### config.mk
export PLATFORM = sky130hd
export DESIGN_NAME = signed_extrema_ctrl
export DESIGN_NICKNAME = d
export VERILOG_FILES = /design/src/rtl/signed_extrema_pkg.sv /design/src/rtl/signed_gt_cmp.sv /design/src/rtl/signed_extrema_ctrl.sv
export SDC_FILE = /design/constraint.sdc
export NUM_CORES = 1
export LEC_CHECK = 0
export BUFFER_PORTS_ARGS = -buffer_cell sky130_fd_sc_hd__buf_4
export CAP_MARGIN = 20
export CORE_MARGIN = 3
export CORE_UTILIZATION = 38
export CTS_CLUSTER_DIAMETER = 40
export CTS_CLUSTER_SIZE = 40
export DETAILED_ROUTE_END_ITERATION = 6
export PLACE_DENSITY = 0.69
export SLEW_MARGIN = 20
export SYNTH_ARGS = -nofsm -noshare
export SYNTH_HDL_FRONTEND = slang
export SYNTH_SLANG_ARGS = --single-unit
### constraint.sdc
create_clock -name sys_clk -period 1.78 [get_ports sys_clk]
set_input_delay 0.178 -clock sys_clk [delete_from_list [all_inputs] [get_ports sys_clk]]
set_output_delay 0.178 -clock sys_clk [all_outputs]
set_load 0.01 [all_outputs]
### src/rtl/signed_extrema_pkg.sv
// Shared definitions for the signed extrema controller: FSM state encoding
// and default sample/index widths.
// Latency: n/a (definitions only). Backpressure: n/a.
package signed_extrema_pkg;

    localparam int DEF_WIDTH = 8;
    localparam int DEF_CNT_W = 8;

    // IDLE waits for the first sample, ACC folds in the rest of the frame,
    // HOLD presents the result and blocks input until it is taken.
    typedef enum logic [1:0] {
        IDLE = 2'd0,
        ACC  = 2'd1,
        HOLD = 2'd2
    } state_t;

endpackage

### src/rtl/signed_gt_cmp.sv
// Combinational signed greater-than: o_gt = (i_a > i_b) for two's complement.
// Latency: 0 cycles (pure combinational). Backpressure: n/a.
// Ports: i_a, i_b (WIDTH-bit signed operands), o_gt (1 when i_a > i_b).
module signed_gt_cmp #(
    parameter int WIDTH = 8
) (
    input  logic [WIDTH-1:0] i_a,
    input  logic [WIDTH-1:0] i_b,
    output logic             o_gt
);

    // Flipping the sign bit maps two's complement onto offset binary, so an
    // unsigned compare of the flipped values orders the signed values.
    logic [WIDTH-1:0] w_a_off;
    logic [WIDTH-1:0] w_b_off;

    assign w_a_off = {~i_a[WIDTH-1], i_a[WIDTH-2:0]};
    assign w_b_off = {~i_b[WIDTH-1], i_b[WIDTH-2:0]};
    assign o_gt    = (w_a_off > w_b_off);

endmodule

### src/rtl/signed_extrema_ctrl.sv
// Per-frame running signed max/min with first-occurrence indices and count.
// Latency: res_valid rises the cycle after the frame's closing sample transfer.
// Backpressure: in_ready drops only while a result is held; res_* hold until res_ready.
// Ports: sys_clk/sys_rst (sync, active-high); in_valid/in_ready/in_data/in_last
//        sample stream; res_valid/res_ready handshake with res_max, res_min,
//        res_max_idx, res_min_idx, res_count, res_trunc; busy = mid-frame.
module signed_extrema_ctrl
    import signed_extrema_pkg::*;
#(
    parameter int WIDTH = DEF_WIDTH,
    parameter int CNT_W = DEF_CNT_W
) (
    input  logic             sys_clk,
    input  logic             sys_rst,
    input  logic             in_valid,
    output logic             in_ready,
    input  logic [WIDTH-1:0] in_data,
    input  logic             in_last,
    output logic             res_valid,
    input  logic             res_ready,
    output logic [WIDTH-1:0] res_max,
    output logic [WIDTH-1:0] res_min,
    output logic [CNT_W-1:0] res_max_idx,
    output logic [CNT_W-1:0] res_min_idx,
    output logic [CNT_W:0]   res_count,
    output logic             res_trunc,
    output logic             busy
);

    localparam logic [CNT_W:0] CNT_ONE = {{CNT_W{1'b0}}, 1'b1};

    state_t           r_state;
    logic [WIDTH-1:0] r_max;
    logic [WIDTH-1:0] r_min;
    logic [CNT_W-1:0] r_max_idx;
    logic [CNT_W-1:0] r_min_idx;
    logic [CNT_W:0]   r_count;
    logic             r_trunc;
    logic             r_res_valid;
    logic             r_busy;

    logic             w_max_upd;
    logic             w_min_upd;
    logic             w_at_limit;

    // Max path: new sample strictly above the current max.
    signed_gt_cmp #(.WIDTH(WIDTH)) u_cmp_max (
        .i_a  (in_data),
        .i_b  (r_max),
        .o_gt (w_max_upd)
    );

    // Min path: operands swapped, current min strictly above the new sample.
    signed_gt_cmp #(.WIDTH(WIDTH)) u_cmp_min (
        .i_a  (r_min),
        .i_b  (in_data),
        .o_gt (w_min_upd)
    );

    // In ACC the count never exceeds 2^CNT_W-1, so the low bits are the index
    // of the incoming sample; all-ones means this is the last slot available.
    assign w_at_limit = (r_count[CNT_W-1:0] == {CNT_W{1'b1}});

    always_ff @(posedge sys_clk) begin
        if (sys_rst) begin
            r_state     <= IDLE;
            r_max       <= '0;
            r_min       <= '0;
            r_max_idx   <= '0;
            r_min_idx   <= '0;
            r_count     <= '0;
            r_trunc     <= 1'b0;
            r_res_valid <= 1'b0;
            r_busy      <= 1'b0;
        end else begin
            case (r_state)
                IDLE: begin
                    if (in_valid) begin
                        r_max     <= in_data;
                        r_min     <= in_data;
                        r_max_idx <= '0;
                        r_min_idx <= '0;
                        r_count   <= CNT_ONE;
                        r_trunc   <= 1'b0;
                        if (in_last) begin
                            r_state     <= HOLD;
                            r_res_valid <= 1'b1;
                        end else begin
                            r_state <= ACC;
                            r_busy  <= 1'b1;
                        end
                    end
                end
                ACC: begin
                    if (in_valid) begin
                        // Strict compares: ties keep the earlier index.
                        if (w_max_upd) begin
                            r_max     <= in_data;
                            r_max_idx <= r_count[CNT_W-1:0];
                        end
                        if (w_min_upd) begin
                            r_min     <= in_data;
                            r_min_idx <= r_count[CNT_W-1:0];
                        end
                        r_count <= r_count + CNT_ONE;
                        if (in_last || w_at_limit) begin
                            r_state     <= HOLD;
                            r_res_valid <= 1'b1;
                            r_busy      <= 1'b0;
                            r_trunc     <= w_at_limit && !in_last;
                        end
                    end
                end
                HOLD: begin
                    if (res_ready) begin
                        r_state     <= IDLE;
                        r_res_valid <= 1'b0;
                    end
                end
                default: begin
                    r_state     <= IDLE;
                    r_res_valid <= 1'b0;
                    r_busy      <= 1'b0;
                end
            endcase
        end
    end

    // r_res_valid is high exactly in HOLD, so it doubles as the input stall.
    assign in_ready    = ~r_res_valid;
    assign res_valid   = r_res_valid;
    assign busy        = r_busy;
    assign res_max     = r_max;
    assign res_min     = r_min;
    assign res_max_idx = r_max_idx;
    assign res_min_idx = r_min_idx;
    assign res_count   = r_count;
    assign res_trunc   = r_trunc;

endmodule

==> results of run 1 <==
## per-layer routing
layer / GRT usage [%] / routed length [µm] / part of all wire [%]
met3: 3.554 / 305 / 5.4
met4: 4.173 / 36 / 0.63
met1: 20.80 / 2589 / 46
met2: 24.86 / 2755 / 48
met5: 0 / 0 / 0
## Yosys cell counts
master,instances,area [µm²]
nor2b_1,2,12.51
o21ai_0,5,25.02
nor3_1,1,5.000
o32a_2,1,11.26
nor2_1,14,52.55
or4_2,1,8.760
a211oi_1,4,30.03
mux2i_1,31,310.3
and4_4,1,11.26
a2111o_1,1,11.26
or2_2,2,12.51
o211ai_1,1,7.510
a31oi_1,2,12.51
a21oi_1,10,50.05
clkbuf_1,5,18.77
nor3b_1,1,7.510
o21ai_2,1,8.760
and3_1,2,12.51
a21o_1,1,7.510
ha_1,17,212.7
nor3b_2,1,12.51
dfxtp_1,46,920.9
xnor2_1,2,17.52
buf_6,4,45.04
nand2b_1,42,262.8
buf_2,2,10.01
inv_1,22,82.58
o21bai_1,2,15.01
nand4_1,6,37.54
nand3_1,3,15.01
o2111ai_2,1,15.01
xor2_1,5,43.79
or4_1,1,7.510
o31ai_1,1,7.510
nand2_1,20,75.07
or2b_1,1,7.510
o21a_1,1,7.510
## worst register-to-register path, cell delays in order, from the launching register on
cell	delay, ns
dfxtp_2	0.34
inv_2	0.04
ha_4	0.20
nor2b_1	0.13
o211ai_1	0.26
a21oi_2	0.14
o21ai_4	0.24
clkbuf_16	0.20
mux2i_1	0.19
## sequential cells by signal (all words and copies together), names as in the netlist
signal / flops
res_trunc: 1
busy: 1
res_min_idx: 8
res_count: 9
res_valid: 1
res_max_idx: 8
r_state: 2
res_min: 8
res_max: 8
## what timing repair did
item | in CTS | in global routing
endpoints found under the setup margin | 12 | 32
gates resized for setup | 3 | 16
pin swaps | 1 | 4
gates cloned | 0 | 1
hold endpoints to repair | 0 | 0
buffers inserted | 0 | 2
## metrics by stage
stage | worst slack (ns) | utilization, % | hold WS [ns] | total power, W | instances
2_1_floorplan | -0.01392 | - | 0.3401 | 0.001437 | 263
3_3_place_gp | 0.01417 | 49.71 | 0.4609 | 0.001619 | 398
3_5_place_dp | -0.03036 | 49.71 | 0.4723 | 0.001626 | 398
4_1_cts | -0.02195 | 51.85 | 0.1463 | 0.002424 | 406
5_1_grt | -0.1488 | 54.07 | 0.1590 | 0.002594 | 409
6_report | -0.02903 | 54.07 | 0.1507 | 0.002464 | 409
## logic make-up after synthesis
| family | synth area share (%) |
|---|---|
| AO/OA/AOI/OAI | 8.666 |
| XOR/XNOR | 2.543 |
| adder cells (fa/ha/maj) | 8.822 |
| buffers and inverters | 6.487 |
| flip-flops | 38.19 |
| multiplexers | 12.87 |
| AND/OR/NAND/NOR | 22.42 |
## path summary, 6_finish.rpt
check                  from             end  slack [ns]
min reg2reg  res_max_idx[1]  res_max_idx[1]        0.48
max reg2reg      res_max[1]      res_max[2]       -0.03
min               res_ready      r_state[1]        0.15
max              res_max[1]      res_max[2]       -0.03
## power by group
part           internal [W]  switching, W
clock              0.000421      0.000375
sequential          0.00107     0.0000376
combinational      0.000289      0.000267
## final cells by class
class,count,area share [%]
sequential,46,28.42
multi-input combinational,184,44.36
inverter,22,2.535
tap,75,2.880
clock inverter,3,1.344
timing repair buffer,74,18.36
clock buffer,5,2.112
==> impl_metrics.tcl, run 1 <==
set metrics [dict create \
    dp_hpwl_mm 4.150 \
    holdPathStages 3 \
    setup-tns-final_ns -0.09049 \
    overflow 0 \
    num_rows 28 \
    synth.distinct_cells 37 \
    start_kind "register" \
    grt_pass1_wl_mm 9.232 \
    max_clock_freq_ghz 0.5528 \
    crit_type "register to register" \
    clk_latency_ns 0.30 \
    layout_common_cells "71 x buf_4, 42 x nand2b_1, 42 x dfxtp_1, 31 x mux2i_1, 20 x inv_1" \
    outcome "finished with violations" \
    power_leakage_nw 1.463 \
    fp.dieW_um 85.66 \
    grt_usage_pct 15.44 \
    drc 0 \
    layout-drive-gt1-share_pct 33.23 \
    dpl_cell_area_um2 2995 \
    yosysWarnings 0 \
    required_ns 2.01 \
    cts_root_buf "clkbuf_8" \
    finalCritPeriodShare_pct 101.6 \
    cts_made_buffers 5 \
    finalWorstSetupSlack_ns -0.02903 \
    multiInputGateArea_um2 1445 \
    place.gp.congestion 0.8198 \
    final_area_um2 3258 \
    n_antenna_cell 0 \
    powerDensity_nw_per_um2 756.3 \
    final_nets 363 \
    cp_top_family "compound AO/OA/AOI/OAI gates" \
    rsz0062_at_grt "yes" \
    max_stage_delay_ns 0.34 \
    ys_seq_area_share_pct 38.19 \
    end_kind "register" \
    num_io_pins 58 \
    period_needed_ns 1.809 \
    ant_nets 0 \
    core_um2 6026 \
    path_depth 8 \
    clock_skew_ns 0.01104 \
    hold_buffers 0 \
    grt_start_max_net_pins 51 \
    syn_area_um2 2411 \
    die_y_um 85.66 \
    synthToLayoutAreaGrowth_pct 35.13 \
    post_drt_wl_per_cell_um 13.90 \
    antenna_found_initial 0 \
    initial_core_util_pct 40.01 \
    firstDrtPassIters 4 \
    peakVddDrop_mv 0.3681 \
    violations "negative setup slack" \
    cap_violations 0 \
    cts_tree "built" \
    synth.net_count 293 \
    postSynthCellCount 263 \
    crit_fanout 6 \
    detail_route.vias_per_cell 4.934 \
    crit_chain "inv_2, ha_4, nor2b_1, o211ai_1, a21oi_2, o21ai_4, clkbuf_16, mux2i_1" \
    vias 2018 \
    worst_pin_slew_ns 0.4005 \
    report.final.slew_viol_count 0 \
    htree_levels 2 \
    cp_slowest_cell "dfxtp_2" \
    relSlewSlack_pct 73.30 \
    clock-sinks 46 \
    clockBufferDepth 2 \
    finalSetupViolations 6 \
    drt_iter0_drc 64 \
    rr_worst_depth 8 \
    wirelength_mm 5.687 \
    syn_avg_cell_area_um2 9.168 \
    register_area_um2 925.9 \
    final_common_cell "buf_4" \
    port_buffers 57 \
    holdCritPathClass "input port to register" \
    fillers 552 \
    hold_violations 0 \
    clk_pin_slew_ns 0.09 \
    ys_ff_latch 46 \
    die_area_um2 7337 \
    cp.arrival_ns 2.04 \
    cp.buffers_inverters 2 \
    grt_pass1_vias 1896 \
]
No activity file was read; power rests on OpenSTA's default activity.
==> run 2: changes to the inputs <==
Settings changed: CTS_BUF_LIST from default to sky130_fd_sc_hd__clkbuf_16.
==> impl_metrics.tcl, run 2 (synthesized netlist as in run 1, its figures left out) <==
set metrics [dict create \
    dp_hpwl_mm 4.150 \
    cts_root_buf "clkbuf_16" \
    initial_core_util_pct 40.01 \
    ant_nets 0 \
    die_area_um2 7337 \
    detail_route.vias_per_cell 4.840 \
    cts_made_buffers 5 \
    grt_busiest_layer "met2" \
    crit_fanout 11 \
    dpl_cell_area_um2 2995 \
    postCtsSetupRepairBufs 0 \
    synthToLayoutAreaGrowth_pct 34.92 \
    end_kind "register" \
    period_needed_ns 1.838 \
    p_sw_share_pct 25.63 \
    relSlewSlack_pct 73.20 \
    clk_latency_ns 0.28 \
    grt_start_max_net_pins 51 \
    num_rows 28 \
    combinationalPowerShare_pct 19.6 \
    vias 1970 \
    cap_violations 0 \
    htree_levels 2 \
    hold_buffers 0 \
    drc 0 \
    fp.dieW_um 85.66 \
    place.gp.congestion 0.8198 \
    grt_pass1_wl_mm 9.273 \
    report.final.slew_viol_count 0 \
    firstDrtPassIters 4 \
    sequentialPowerShare_pct 41.1 \
    drt_iter0_drc 52 \
    outcome "finished with violations" \
    wirelength_mm 5.631 \
    gr-usage-met1_pct 20.63 \
    max_clock_freq_ghz 0.5442 \
    finalCritPeriodShare_pct 103.2 \
    peakVddDrop_mv 0.4666 \
    cp.arrival_ns 2.04 \
    gr-usage-met2_pct 25.56 \
    dp.cells 398 \
    finalWorstSetupSlack_ns -0.05760 \
    overflow 0 \
    layout_common_cells "69 x buf_4, 42 x nand2b_1, 42 x dfxtp_1, 31 x mux2i_1, 20 x inv_1" \
    setup-tns-final_ns -0.1929 \
    clk_pin_slew_ns 0.06 \
    num_io_pins 58 \
    fin_util_pct 53.99 \
    powerDensity_nw_per_um2 831.6 \
    grt_usage_pct 15.50 \
    die_y_um 85.66 \
    finalNonFillerCells 407 \
    use_met3_pct 3.650 \
    layout-drive-gt1-share_pct 31.02 \
    clockBufferDepth 2 \
    hold_violations 0 \
    crit_chain "inv_2, ha_4, nand3_1, or4_4, nand4_1, buf_12, mux2i_1" \
    whs_ns 0.1729 \
    p_int_w 0.002012 \
    finalSetupViolations 11 \
    final_nets 361 \
    port_buffers 57 \
    max_stage_delay_ns 0.55 \
    clock_skew_ns 0.007328 \
    final_area_um2 3253 \
    clkPwrFrac_pct 39.4 \
    cts_tree "built" \
    grt_pass1_vias 1932 \
    power_leakage_nw 1.477 \
    antenna_found_initial 0 \
    holdCritPathClass "input port to register" \
    clock-sinks 46 \
    core_um2 6026 \
    required_ns 1.98 \
    n_antenna_cell 0 \
    rsz0062_at_grt "yes" \
    worst_pin_slew_ns 0.4020 \
    start_kind "register" \
    crit_type "register to register" \
    cp_slowest_cell "or4_4" \
    violations "negative setup slack" \
    final_common_cell "buf_4" \
    post_drt_wl_per_cell_um 13.84 \
    p_switching_w 0.0006934 \
    largest_reg_flops 9 \
]
## run 2: path summary, 6_finish.rpt
path | slack [ns] | cells past startpoint | start | end
max | -0.06 | 7 | res_min[0] | res_min_idx[3]
min | 0.17 | 3 | res_ready | r_state[1]
max reg2reg | -0.06 | 7 | res_min[0] | res_min_idx[3]
min reg2reg | 0.48 | 2 | res_max_idx[1] | res_max_idx[1]
## run 2: cell type report
type	count	area [µm²]
clock inverters	3	43.79
inverters	22	82.58
fillers	554	2773
repair buffers	72	583.1
well taps	75	93.84
multi-input cells	184	1399
clock buffers	5	125.1
flip-flops and latches	46	925.9
## run 2: power groups by stage
stage | Combinational, W | Sequential [W] | Clock [W]
final | 0.000529 | 0.00111 | 0.00107
after global routing | 0.000586 | 0.00112 | 0.00113
after CTS | 0.000498 | 0.00111 | 0.00109
after detailed placement | 0.000493 | 0.00113 | 0
after global placement | 0.000487 | 0.00113 | 0
after floorplan | 0.000290 | 0.00115 | 0
## run 2: repair_timing
item                                    in CTS  in global routing
resized for setup                            2                 11
pin swaps                                    1                  4
endpoints found under the setup margin      11                 32
gates cloned                                 0                  1
## run 2: per-layer routing
layer  up-vias  share of wire, %
li1       1028                 -
met1       903                46
met2        35                49
met3         4               4.1
met4         0              0.71
met5         -                 0
## run 2: through the flow
step           worst slack (ns)  power (W)
2_1_floorplan          -0.01392   0.001437
4_1_cts                -0.05641   0.002699
3_5_place_dp           -0.03036   0.001626
6_report               -0.05760   0.002705
3_3_place_gp            0.01417   0.001619
5_1_grt                 -0.1455   0.002837
## run 2: critical path: cells and delay by family, from the launching register on
kind	cells	cell delay [ns]
adders and majority gates	1	0.24
muxes	1	0.20
buffers and inverters	2	0.20
and+or+nand+nor	3	0.77
DFF	1	0.33
